<file path="config.mk">
export PLATFORM = sky130hd
export DESIGN_NAME = alu_op_sequencer_flat
export DESIGN_NICKNAME = d
export VERILOG_FILES = /design/src/rtl/alu_op_sequencer_if.sv /design/src/rtl/alu_op_sequencer.sv /design/src/flat_wrapper.sv
export SDC_FILE = /design/constraint.sdc
export NUM_CORES = 1
export LEC_CHECK = 0
export ABC_CLOCK_PERIOD_IN_PS = 2100
export CAP_MARGIN = 30
export CORE_MARGIN = 5
export CORE_UTILIZATION = 40
export DETAILED_ROUTE_END_ITERATION = 6
export PLACE_DENSITY_LB_ADDON = 0.05
export SETUP_SLACK_MARGIN = 0.5
export SYNTH_ARGS = -nofsm -noshare
export SYNTH_HDL_FRONTEND = slang
export SYNTH_SLANG_ARGS = --single-unit
export TNS_END_PERCENT = 5
</file>
<file path="constraint.sdc">
create_clock -name clk_i -period 2.1 [get_ports clk_i]
set_input_delay 0.21 -clock clk_i [delete_from_list [all_inputs] [get_ports clk_i]]
set_output_delay 0.21 -clock clk_i [all_outputs]
set_load 0.01 [all_outputs]
</file>
<file path="src/rtl/alu_op_sequencer_if.sv">
// Bundle between the opcode source, the ALU16 shift/add datapath, the result mux
// and the result consumer. The sequencer connects through the slave modport.
interface alu_op_sequencer_if #(
  parameter int W = 16
) ();
  localparam int CW = (W > 1) ? $clog2(W) : 1;

  // opcode handshake
  logic          op_valid;
  logic          op_ready;
  logic [3:0]    opcode;

  // datapath control and result-mux select
  logic          dp_load;
  logic          step_en;
  logic [CW-1:0] step_cnt;
  logic [3:0]    sel;
  logic [W-1:0]  mux_out;
  logic          c_in;
  logic          v_in;

  // result handshake
  logic          res_valid;
  logic          res_ready;
  logic [W-1:0]  result;
  logic          flag_z;
  logic          flag_n;
  logic          flag_c;
  logic          flag_v;

  modport master (
    output op_valid, opcode, mux_out, c_in, v_in, res_ready,
    input  op_ready, dp_load, step_en, step_cnt, sel,
    input  res_valid, result, flag_z, flag_n, flag_c, flag_v
  );

  modport slave (
    input  op_valid, opcode, mux_out, c_in, v_in, res_ready,
    output op_ready, dp_load, step_en, step_cnt, sel,
    output res_valid, result, flag_z, flag_n, flag_c, flag_v
  );
endinterface

</file>
<file path="src/rtl/alu_op_sequencer.sv">
// Control stage ahead of the ALU16 16:1 result mux: accepts one opcode at a time,
// steps MUL/DIV for W cycles, then captures the mux output with flags.
//
// state | meaning
// IDLE  | op_ready high, waiting for an opcode
// ITER  | step_en high, W iterations of the shift/add datapath
// CAPT  | mux output, carry and overflow registered into result/flags
// DONE  | res_valid high until the consumer takes the result
module alu_op_sequencer #(
  parameter int W = 16
) (
  input  logic               clk_i,
  input  logic               rst_i,
  alu_op_sequencer_if.slave  bus_if
);

  localparam int            CW       = (W > 1) ? $clog2(W) : 1;
  localparam logic [CW-1:0] CNT_LAST = CW'(W - 1);
  localparam logic [3:0]    OP_MUL   = 4'b1100;
  localparam logic [3:0]    OP_DIV   = 4'b1101;

  typedef enum logic [1:0] {
    IDLE = 2'd0,
    ITER = 2'd1,
    CAPT = 2'd2,
    DONE = 2'd3
  } state_e;

  state_e        state_q, state_d;
  logic [3:0]    sel_q, sel_d;
  logic [CW-1:0] cnt_q, cnt_d;
  logic [W-1:0]  result_q, result_d;
  logic          flag_z_q, flag_z_d;
  logic          flag_n_q, flag_n_d;
  logic          flag_c_q, flag_c_d;
  logic          flag_v_q, flag_v_d;

  logic          accept;
  logic          multi_cycle;

  // Handshake outputs decode from state only, so res_ready never reaches op_ready.
  assign accept      = bus_if.op_valid && (state_q == IDLE);
  assign multi_cycle = (bus_if.opcode == OP_MUL) || (bus_if.opcode == OP_DIV);

  always_comb begin
    state_d  = state_q;
    sel_d    = sel_q;
    cnt_d    = cnt_q;
    result_d = result_q;
    flag_z_d = flag_z_q;
    flag_n_d = flag_n_q;
    flag_c_d = flag_c_q;
    flag_v_d = flag_v_q;

    unique case (state_q)
      IDLE: begin
        if (accept) begin
          sel_d = bus_if.opcode;
          cnt_d = '0;
          state_d = multi_cycle ? ITER : CAPT;
        end
      end
      ITER: begin
        if (cnt_q == CNT_LAST) begin
          cnt_d   = '0;
          state_d = CAPT;
        end else begin
          cnt_d = cnt_q + 1'b1;
        end
      end
      CAPT: begin
        result_d = bus_if.mux_out;
        flag_z_d = (bus_if.mux_out == '0);
        flag_n_d = bus_if.mux_out[W-1];
        flag_c_d = bus_if.c_in;
        flag_v_d = bus_if.v_in;
        state_d  = DONE;
      end
      DONE: begin
        if (bus_if.res_ready) begin
          state_d = IDLE;
        end
      end
      default: begin
        state_d = IDLE;
      end
    endcase
  end

  always_ff @(posedge clk_i) begin
    if (rst_i) begin
      state_q  <= IDLE;
      sel_q    <= '0;
      cnt_q    <= '0;
      result_q <= '0;
      flag_z_q <= 1'b0;
      flag_n_q <= 1'b0;
      flag_c_q <= 1'b0;
      flag_v_q <= 1'b0;
    end else begin
      state_q  <= state_d;
      sel_q    <= sel_d;
      cnt_q    <= cnt_d;
      result_q <= result_d;
      flag_z_q <= flag_z_d;
      flag_n_q <= flag_n_d;
      flag_c_q <= flag_c_d;
      flag_v_q <= flag_v_d;
    end
  end

  assign bus_if.op_ready  = (state_q == IDLE);
  assign bus_if.dp_load   = accept;
  assign bus_if.step_en   = (state_q == ITER);
  assign bus_if.step_cnt  = cnt_q;
  assign bus_if.sel       = sel_q;
  assign bus_if.res_valid = (state_q == DONE);
  assign bus_if.result    = result_q;
  assign bus_if.flag_z    = flag_z_q;
  assign bus_if.flag_n    = flag_n_q;
  assign bus_if.flag_c    = flag_c_q;
  assign bus_if.flag_v    = flag_v_q;

endmodule
</file>
<file path="src/flat_wrapper.sv">
// flat-port wrapper written by rule: the top's interface ports become plain ports
module alu_op_sequencer_flat 
#(
  parameter int W = 16
)
  (clk_i, rst_i, bus_if_op_valid, bus_if_opcode, bus_if_mux_out, bus_if_c_in, bus_if_v_in, bus_if_res_ready, bus_if_op_ready, bus_if_dp_load, bus_if_step_en, bus_if_step_cnt, bus_if_sel, bus_if_res_valid, bus_if_result, bus_if_flag_z, bus_if_flag_n, bus_if_flag_c, bus_if_flag_v);
  alu_op_sequencer_if #(.W(W)) bus_if_i ();
  input  logic clk_i;
  input  logic rst_i;
  input wire logic [$bits(bus_if_i.op_valid)-1:0] bus_if_op_valid;
  input wire logic [$bits(bus_if_i.opcode)-1:0] bus_if_opcode;
  input wire logic [$bits(bus_if_i.mux_out)-1:0] bus_if_mux_out;
  input wire logic [$bits(bus_if_i.c_in)-1:0] bus_if_c_in;
  input wire logic [$bits(bus_if_i.v_in)-1:0] bus_if_v_in;
  input wire logic [$bits(bus_if_i.res_ready)-1:0] bus_if_res_ready;
  output wire logic [$bits(bus_if_i.op_ready)-1:0] bus_if_op_ready;
  output wire logic [$bits(bus_if_i.dp_load)-1:0] bus_if_dp_load;
  output wire logic [$bits(bus_if_i.step_en)-1:0] bus_if_step_en;
  output wire logic [$bits(bus_if_i.step_cnt)-1:0] bus_if_step_cnt;
  output wire logic [$bits(bus_if_i.sel)-1:0] bus_if_sel;
  output wire logic [$bits(bus_if_i.res_valid)-1:0] bus_if_res_valid;
  output wire logic [$bits(bus_if_i.result)-1:0] bus_if_result;
  output wire logic [$bits(bus_if_i.flag_z)-1:0] bus_if_flag_z;
  output wire logic [$bits(bus_if_i.flag_n)-1:0] bus_if_flag_n;
  output wire logic [$bits(bus_if_i.flag_c)-1:0] bus_if_flag_c;
  output wire logic [$bits(bus_if_i.flag_v)-1:0] bus_if_flag_v;
  assign bus_if_i.op_valid = bus_if_op_valid;
  assign bus_if_i.opcode = bus_if_opcode;
  assign bus_if_i.mux_out = bus_if_mux_out;
  assign bus_if_i.c_in = bus_if_c_in;
  assign bus_if_i.v_in = bus_if_v_in;
  assign bus_if_i.res_ready = bus_if_res_ready;
  assign bus_if_op_ready = bus_if_i.op_ready;
  assign bus_if_dp_load = bus_if_i.dp_load;
  assign bus_if_step_en = bus_if_i.step_en;
  assign bus_if_step_cnt = bus_if_i.step_cnt;
  assign bus_if_sel = bus_if_i.sel;
  assign bus_if_res_valid = bus_if_i.res_valid;
  assign bus_if_result = bus_if_i.result;
  assign bus_if_flag_z = bus_if_i.flag_z;
  assign bus_if_flag_n = bus_if_i.flag_n;
  assign bus_if_flag_c = bus_if_i.flag_c;
  assign bus_if_flag_v = bus_if_i.flag_v;
  alu_op_sequencer #(.W(W)) u_core (.clk_i(clk_i), .rst_i(rst_i), .bus_if(bus_if_i));
endmodule
</file>
==> metrics.md <==
| Metric | Value |
|---|---|
| Post-route antenna net violation count | 0 |
| Initial Util | between 40% and 50% |
| Final slew viol count | 0 |
| Overall track demand over capacity in global routing | 16.3% |
| Final Net Count | about 230 |
| Endpoint arrival time on the critical path | approximately 1.5 ns |
| Worst-case reg-to-reg path depth | 7 |
| Drt initial violations | 42 |
| Overall die width | 65.8 µm |
| Detailed placer's ending HPWL | between 2000 and 2500 µm |
| Number of top-level design ports | 58 |
| # H-tree levels | 2 |
| Number of global-route vias before repair | roughly 1200 |
| Mapped cell area | around 1200 µm² |
| Power per cell area | ~1000 nW/µm² |
| Gate Count Post-Synth | around 130 |
| Average routed wire per standard cell | around 13 µm |
| Count of yosys warnings during synthesis | 0 |
| Slew of the pin with the lowest slew margin | approximately 0.42 ns |
| Last weighted congestion value of the routability-driven placer | about 0.71 |
| Worst-skew pair later-pin latency | 0.33 ns |
| Maximum clock path buffer count | 2 |
| Sequential cell area in the final layout | 583 µm² |
| Library cell occupying the most area in the post-synthesis netlist | sky130_fd_sc_hd__dfxtp_1 |
| Number of cells in the design after placement | around 230 |
| Die outline area | around 4300 µm² |
| Sum of overflow across all layers after global routing | 0 |
| Number of enable flip-flop cells after synthesis | 0 |
| Final clock skew | 0.00528 ns |
| Number of detailed-route iterations in the first pass | 4 |
| Layout area overhead | 61.7% |
| Number of placement rows | 20 |
| Final hold violation count | 0 |
| Initial antenna violation count | 0 |
| Share of synthesized flip-flops with an asynchronous set or reset | 0% |
| Power, Total | ~2.0 mW |
| Synth unique cells | 28 |
| Via density per instance | slightly below 5 |
| Clock transition at the registers of the reported paths | 0.08 ns |
| Per-instance average area after synthesis | 9.49 µm² |
| IO buf count | 57 |
| Startpoint of the most critical hold path | bus_if_opcode[0] |
| Number of buffers created by CTS | 5 |
| Final std cells w/o fill | approximately 240 |
| Maximum number of pins on one net before global-route repair | 16 |
| Biggest area contributors in the synthesized netlist | sky130_fd_sc_hd__dfxtp_1 (47%), sky130_fd_sc_hd__mux2i_1 (15%), sky130_fd_sc_hd__nor2_1 (6.6%) |
| Worst slew slack as a fraction of its limit | between 70% and 80% |
| Area of the multi-input gates | 647 µm² |
| Clk sink count | 29 |
| CP Capture Type | primary output |
| Post-Synthesis Net Count | about 160 |
| Post-route clock period utilization | around 82% |
| Number of synthesized register bits | 29 |
| Placeable Area | roughly 3000 µm² |
| Unrepaired setup endpoints after global routing | yes |
| Most used flip-flop cell after synthesis | sky130_fd_sc_hd__dfxtp_1 |
| Required @ worst endpoint | about 1.9 ns |
| Lkg Pwr | ~0.8 nW |
| Drt drc | 0 |
| Master cell of the clock root buffer | sky130_fd_sc_hd__clkbuf_4 |
| Routed vias | roughly 1200 |
| Worst Setup Path Type | flop to primary output |
| Hold path cells | 3 |
| Worst IR Drop VDD | around 0.56 mV |
| Most common cell after layout, fill and taps aside | sky130_fd_sc_hd__clkdlybuf4s50_1 |
| Proportion of synthesized chip area in sequential cells | 46.7% |
| Finish-stage setup viols | 0 |
| Launch point of the worst reg-to-reg path | u_core.state_q[0] |
| Filler instances | 261 |
| Layout cell share with drive strength beyond 1 | a little under an eighth |
| MaxCap Viol Count | 0 |
| Global-route wire length before repair | roughly 5300 µm |
| Worst Path Max Fanout | 3 |
| TritonCTS clock tree | yes |
| Critical Path Source Type | flop |
| Max Fclk | slightly below 0.6 GHz |
| Yosys top cell area share | between 40% and 50% |
| Total negative slack | 0 ns |
| Final critical path time including I/O delays and setup | around 1.7 ns |
| Die Y-Extent | between 60 and 70 µm |
| Wirelength, routed | around 3200 µm |
| Timing startpoint of the critical path | u_core.state_q[0] |
| Result of the run | completed |
| Number of buffers added to fix hold violations after cts | 0 |
| Class of the tightest hold or removal check | primary input to flop |
| Count of antenna diodes in the layout | 0 |
| Commonest non-fill, non-tap cells in the layout | sky130_fd_sc_hd__clkdlybuf4s50_1 (54), sky130_fd_sc_hd__dfxtp_1 (27), sky130_fd_sc_hd__nor2_1 (22) |
-- flip-flops by register name, indices dropped and copies added, names as in the netlist --
| name | count |
|---|---|
| u_core.bus_if.flag_z | 1 |
| u_core.bus_if.flag_c | 1 |
| u_core.bus_if.result | 16 |
| u_core.bus_if.step_cnt | 4 |
| u_core.state_q | 2 |
| u_core.bus_if.sel | 4 |
| u_core.bus_if.flag_v | 1 |
-- repair_timing --
item                       in CTS  in global routing
cloned                          0                  0
pin swaps                       2                  2
gates resized for setup         8                  2
buffers inserted                6                  0
setup endpoints to repair       6                  6
-- area by class of cell --
| cell class | instances | share of cell area [%] |
|---|---|---|
| repair buffers | 67 | 32.9 |
| multi-input cells | 91 | 32.2 |
| flip-flops and latches | 29 | 29.0 |
| well taps | 44 | 2.74 |
| clock buffers | 8 | 2.43 |
| inverters | 4 | 0.747 |
-- metal layers --
layer  GRT usage (%)  routed length (µm)  share of wire (%)
met1            17.0                1300                 40
met2            26.5                1570                 48
met3            7.86                 270                8.3
met4            9.33                 106                3.3
met5               0                   0                  0
-- final timing paths --
kind / end / slack (ns)
setup / recovery: bus_if_res_valid / 0.37
hold / removal: u_core.bus_if.sel[0] / 0.45
setup reg to reg: u_core.bus_if.step_cnt[3] / 0.38
hold reg to reg: u_core.bus_if.flag_z / 0.46
-- cell usage after synthesis, types with 3 or more instances --
cell type / instances
sky130_fd_sc_hd__dfxtp_1: 29
sky130_fd_sc_hd__nor4_1: 4
sky130_fd_sc_hd__mux2i_1: 19
sky130_fd_sc_hd__nand3_1: 7
sky130_fd_sc_hd__ha_1: 5
sky130_fd_sc_hd__inv_1: 4
sky130_fd_sc_hd__a21oi_1: 6
sky130_fd_sc_hd__nor2b_1: 3
sky130_fd_sc_hd__nor2_1: 22
sky130_fd_sc_hd__buf_2: 4
sky130_fd_sc_hd__nand2_1: 8
-- critical path: stages, from the launching register on --
cell                              delay (ns)
sky130_fd_sc_hd__dfxtp_2                0.36
sky130_fd_sc_hd__buf_4                  0.12
sky130_fd_sc_hd__ha_1                   0.17
sky130_fd_sc_hd__clkdlybuf4s50_1        0.55
-- metrics by stage --
stage,setup WS [ns],hold WS [ns],util (%),instance area (µm²)
finish,0.374,0.447,66.4,2010
global route,0.308,0.433,66.4,2010
CTS,0.359,0.433,66.3,2010
detailed placement,0.424,0.447,62.5,1890
global placement,0.421,0.438,62.5,1890
floorplan,0.486,0.357,-,1260
-- power breakdown --
| part | switching [mW] | total, mW | internal, mW |
|---|---|---|---|
| clock | 0.184 | 0.317 | 0.133 |
| sequential | 0.0581 | 0.716 | 0.658 |
| combinational | 0.436 | 0.991 | 0.555 |
-- cell families (layout without fill, tap and decap cells) --
logic type	Yosys count	in the layout	share of synthesized area [%]
muxes	21	21	17.3
buffers and inverters	11	79	4.02
AOI/OAI and AO/OA	12	12	5.84
DFF	29	29	46.7
adders and majority gates	5	5	5.03
and+or+nand+nor	53	53	21.1
No activity file was read; power rests on OpenSTA's default activity.
